<file path="src/rtl/count_seq_pkg.sv">
// rtl/count_seq_pkg.sv - shared state encodings and direction constants for the count sequencer
package count_seq_pkg;

    typedef enum logic [1:0] {
        S_IDLE  = 2'd0,
        S_RUN   = 2'd1,
        S_PAUSE = 2'd2,
        S_LIMIT = 2'd3
    } state_t;

    localparam logic DIR_UP = 1'b0;
    localparam logic DIR_DN = 1'b1;

endpackage

</file>
<file path="src/rtl/tick_prescaler.sv">
// rtl/tick_prescaler.sv - free-running divider producing a one-cycle tick every TICK_DIV enabled cycles
module tick_prescaler #(
    parameter int TICK_DIV = 50000000
) (
    input  logic clk,
    input  logic rst,
    input  logic enable,
    input  logic clear,
    output logic tick
);

    localparam int W = (TICK_DIV > 2) ? $clog2(TICK_DIV) : 1;
    localparam logic [W-1:0] LAST = W'(TICK_DIV - 1);

    logic [W-1:0] count;

    // tick is seen in the last cycle of each period so the consumer can register its strobe on the wrap edge
    assign tick = enable && (count == LAST);

    // count only while enabled; clear wins so a cleared period always restarts from zero
    always_ff @(posedge clk or posedge rst) begin
        if (rst) begin
            count <= '0;
        end else if (clear) begin
            count <= '0;
        end else if (enable) begin
            if (count == LAST) begin
                count <= '0;
            end else begin
                count <= count + 1'b1;
            end
        end
    end

endmodule

</file>
<file path="src/rtl/count_sequencer.sv">
// rtl/count_sequencer.sv - control FSM turning button pulses and a 1 Hz tick into step/clear strobes
module count_sequencer
    import count_seq_pkg::*;
#(
    parameter int TICK_DIV   = 50000000,
    parameter bit WRAP       = 1'b1,
    parameter bit AUTO_START = 1'b1
) (
    input  logic       CLK,
    input  logic       RST,
    input  logic       dir_pulse,
    input  logic       clear_pulse,
    input  logic       stop_pulse,
    input  logic       at_max,
    input  logic       at_zero,
    output logic       step,
    output logic       dir,
    output logic       clr,
    output logic       running,
    output logic [1:0] state
);

    localparam state_t RESET_STATE = AUTO_START ? S_RUN : S_IDLE;

    state_t cur;
    logic   tick;
    logic   limit_hit;
    logic   presc_clear;

    assign state = cur;

    // limit is judged against the direction currently in force, not one toggled this cycle
    assign limit_hit = ((dir == DIR_UP) && at_max) || ((dir == DIR_DN) && at_zero);

    // idle and limit keep the divider parked at zero so every run starts a full period
    assign presc_clear = clear_pulse || (cur == S_IDLE) || (cur == S_LIMIT);

    tick_prescaler #(
        .TICK_DIV(TICK_DIV)
    ) u_prescaler (
        .clk   (CLK),
        .rst   (RST),
        .enable(cur == S_RUN),
        .clear (presc_clear),
        .tick  (tick)
    );

    // single-process FSM: strobes default low, clear beats stop and tick, dir toggles regardless
    always_ff @(posedge CLK or posedge RST) begin
        if (RST) begin
            cur     <= RESET_STATE;
            running <= AUTO_START;
            step    <= 1'b0;
            clr     <= 1'b0;
            dir     <= DIR_UP;
        end else begin
            step <= 1'b0;
            clr  <= 1'b0;
            if (dir_pulse) begin
                dir <= ~dir;
            end
            if (clear_pulse) begin
                clr     <= 1'b1;
                cur     <= S_IDLE;
                running <= 1'b0;
            end else begin
                unique case (cur)
                    S_IDLE: begin
                        if (stop_pulse) begin
                            cur     <= S_RUN;
                            running <= 1'b1;
                        end
                    end
                    S_RUN: begin
                        if (stop_pulse) begin
                            cur     <= S_PAUSE;
                            running <= 1'b0;
                        end else if (tick) begin
                            if (!WRAP && limit_hit) begin
                                cur     <= S_LIMIT;
                                running <= 1'b0;
                            end else begin
                                step <= 1'b1;
                            end
                        end
                    end
                    S_PAUSE: begin
                        if (stop_pulse) begin
                            cur     <= S_RUN;
                            running <= 1'b1;
                        end
                    end
                    S_LIMIT: begin
                        if (stop_pulse) begin
                            cur     <= S_IDLE;
                            running <= 1'b0;
                        end else if (dir_pulse) begin
                            cur     <= S_RUN;
                            running <= 1'b1;
                        end
                    end
                    default: begin
                        cur     <= S_IDLE;
                        running <= 1'b0;
                    end
                endcase
            end
        end
    end

endmodule

</file>
<file path="config.mk">
export PLATFORM = sky130hd
export DESIGN_NAME = count_sequencer
export DESIGN_NICKNAME = d
export VERILOG_FILES = /design/src/rtl/count_seq_pkg.sv /design/src/rtl/tick_prescaler.sv /design/src/rtl/count_sequencer.sv
export SDC_FILE = /design/constraint.sdc
export NUM_CORES = 1
export LEC_CHECK = 0
export ABC_CLOCK_PERIOD_IN_PS = 3450
export BUFFER_PORTS_ARGS = -buffer_cell sky130_fd_sc_hd__buf_2
export CORE_MARGIN = 2
export CORE_UTILIZATION = 42
export DETAILED_ROUTE_END_ITERATION = 7
export GPL_TIMING_DRIVEN = 0
export MAX_ROUTING_LAYER = met4
export PLACE_DENSITY = 0.69
export SETUP_SLACK_MARGIN = 0.2
export SLEW_MARGIN = 30
export SYNTH_ARGS = -nofsm -noshare
export SYNTH_HDL_FRONTEND = slang
export SYNTH_SLANG_ARGS = --single-unit
</file>
<file path="constraint.sdc">
create_clock -name CLK -period 3.45 [get_ports CLK]
set_clock_uncertainty 0.05 [all_clocks]
set_input_delay 0.1725 -clock CLK [delete_from_list [all_inputs] [get_ports CLK]]
set_output_delay 0.1725 -clock CLK [all_outputs]
set_load 0.01 [all_outputs]
</file>
==> flow_summary.yaml <==
critical_path:
  crit_path_start_kind: "flip-flop"
  path_depth: 6
  worst_path_most_repeated_cell: "nor2_1"
  path_buf_inv: 0
  crit_family: "simple AND/OR/NAND/NOR gates"
  worst_ep_required_time_ns: 3.55
  worst_path_max_delay_cell: "nor2_1"
  arrival_ns: 2.22
  ff2ff_setup_slack_ns: 1.33
  critPathKind: "flip-flop to flip-flop"
  cp_max_fo: 8
  path_cells: "ha_1 > nand3_1 > nor4_2 > a21oi_2 > nor2_1 > nor2_1"
  cp_slowest_stage_delay_ns: 0.44
  r2r_cells: 6
  critPathCaptureType: "flip-flop"
layout:
  mostFrequentLayoutCell: "dfrtp_1"
  fin_cells: 242
  n_antenna_cell: 0
  drive_above_1_share_pct: 14.9
  fin_nets: 201
  area_growth_pct: 13.5
  final_util_pct: 50.1
  layout_common_cells: "dfrtp_1 (30), nand2_1 (19), nor2_1 (18)"
  fin_area_um2: 1850
placed_design:
  gp_congestion: 0.846
  portBuffers: 10
  post-place-ws_ns: 1.32
  place_area_um2: 1740
  hpwl_um: 2400
  dpl.cell_count: 233
synth:
  synth_edf_count: 0
  synth_cells: 175
  ys_warn_count: 0
  ys_seq_area_share_pct: 47.8
  ys_async_sr_fraction_pct: 100
  yosys.area.top_type: "dfrtp_1"
  ys_seq_elements: 31
  synthFlopType: "dfrtp_1"
  synthesis.area_um2: 1630
  syn_nets: 183
  synth_top_area_share_pct: 46.2
  synth_cell_types: 41
  avgSynthCellArea_um2: 9.29
  synth.area.top_cells: "dfrtp_1 (46%), nand3_1 (4.9%), nand2_1 (4.4%)"
clock_tree:
  post-cts-setup-buffers: 0
  numClockSinks: 31
  clk_pin_slew_ns: 0.07
  cts_tree: "yes"
  numCtsBuffers: 5
  clkLatencyLatePin_ns: 0.29
  cts-root-buf: "clkbuf_8"
  cts_resized: 0
  cts.path.max_buffers: 2
  htreeDepth: 2
pwr:
  ir_drop_uv: 177
  combPwrFrac_pct: 8.3
  swShare_pct: 23.8
  intPower_mw: 0.581
  p_sw_mw: 0.182
  p_total_mw: 0.763
  power.density_cell_area_nw_per_um2: 413
  p_leak_nw: 0.762
  clockPowerShare_pct: 41.6
  seq_power_share_pct: 50.1
global_routing:
  grt_max_degree: 32
  gr-usage-all-layers_pct: 18.7
  antenna_found_initial: 0
  grt_pass1_vias: 1349
  gr-total-overflow: 0
  grt_pass1_wl_um: 6040
sta:
  fmax_mhz: 471
  slew_violations: 0
  period_needed_ns: 2.12
  hold_ws_ns: 0.00974
  totalNegativeSetupSlack_ns: 0
  maxSlewHeadroom_pct: 43.9
  setup_slack_ns: 1.33
  post-route-period-util_pct: 61.6
  finalHoldViolations: 0
  max_slew.worst_pin.slew_ns: 0.834
  grt_setup_unrepaired: "no"
  setup_viol: 0
floorplanning:
  core_area_um2: 3690
  die_x_um: 66.2
  rows: 22
  fp.dieH_um: 66.2
  die-area_um2: 4390
  io-pin-count: 13
  floorplan.initialDensity_pct: 44.1
route:
  final_antenna_net_count: 0
  drtPass1Iterations: 4
  drt-initial-drc-count: 142
  finalWirelength_um: 3550
  via_count: 1384
  vias_per_cell: 5.72
  avgRoutedWirePerCell_um: 14.7
  drc: 0
run:
  max_cap_violations: 0
outcome:
  status: "complete, no violations"
min_path:
  hold_class: "input pin to flip-flop"
  hold_depth: 1
==> final timing paths <==
kind                                    endpoint                  from
setup / recovery           u_prescaler.count[11]  u_prescaler.count[0]
hold / removal                               clr           clear_pulse
setup reg to reg           u_prescaler.count[11]  u_prescaler.count[0]
hold reg to reg                              dir                   dir
max in group asynchronous                   step                   RST
min in group asynchronous   u_prescaler.count[7]                   RST
==> cell families after synthesis <==
family | Yosys count | synth area share (%)
AOI/OAI and AO/OA | 38 | 15.4
adders and majority gates | 1 | 0.769
xor gates and xnor gates | 10 | 5.38
buffers and inverters | 12 | 3.69
and+or+nand+nor | 83 | 27.0
DFF | 31 | 47.8
==> worst register-to-register path: cells and delay by family (launching register included) <==
kind,cells,cell delay (ns)
adders and majority gates,1,0.23
DFF,1,0.40
and+or+nand+nor,4,1.16
AOI/OAI and AO/OA,1,0.15
==> power groups by stage <==
| stage | logic (mW) | registers, mW | clock network (mW) |
|---|---|---|---|
| after floorplan | 0.0359 | 0.393 | 0 |
| after global placement | 0.0614 | 0.389 | 0 |
| after detailed placement | 0.0629 | 0.389 | 0 |
| after CTS | 0.0645 | 0.383 | 0.322 |
| after global routing | 0.0722 | 0.384 | 0.336 |
| final | 0.0633 | 0.382 | 0.317 |
==> sequential cells by signal, summed over array words and instances (netlist names) <==
signal and flops:
dir 1, u_prescaler.count 26, step 1, clr 1, state 2
==> timing repair <==
item / in CTS / in global routing
hold buffers: 1 / 0
endpoints found under the hold margin: 30 / 0
setup endpoints to repair: 0 / 0
==> cells in the mapped netlist (2+ instances only) <==
cell	count
nand3_1	16
nand3b_1	2
nor4_1	2
nor3_1	2
o21ai_0	8
o31ai_1	2
or4_1	3
inv_1	6
buf_2	2
a22o_1	2
nor4b_1	3
xnor2_1	2
dfrtp_1	30
and3_1	3
and4_1	4
a21oi_1	7
nand4_1	3
nor2_1	18
a31oi_1	10
nand2_1	19
o211ai_1	3
nand2b_1	2
xor2_1	8
==> metal layers <==
layer,up-vias,GRT usage (%),wire [um]
li1,674,-,-
met1,644,21.8,1500
met2,59,30.5,1720
met3,7,5.96,279
met4,0,6.12,44
met5,-,-,0
==> final cells by class <==
type	count	area, um^2
Timing Repair Buffer	11	60.1
Clock buffer	8	100
Multi-Input combinational cell	132	790
Sequential cell	31	777
Fill cell	323	1840
Buffer	6	37.5
Tap cell	48	60.1
Inverter	6	22.5
No activity file was read; power rests on OpenSTA's default activity.
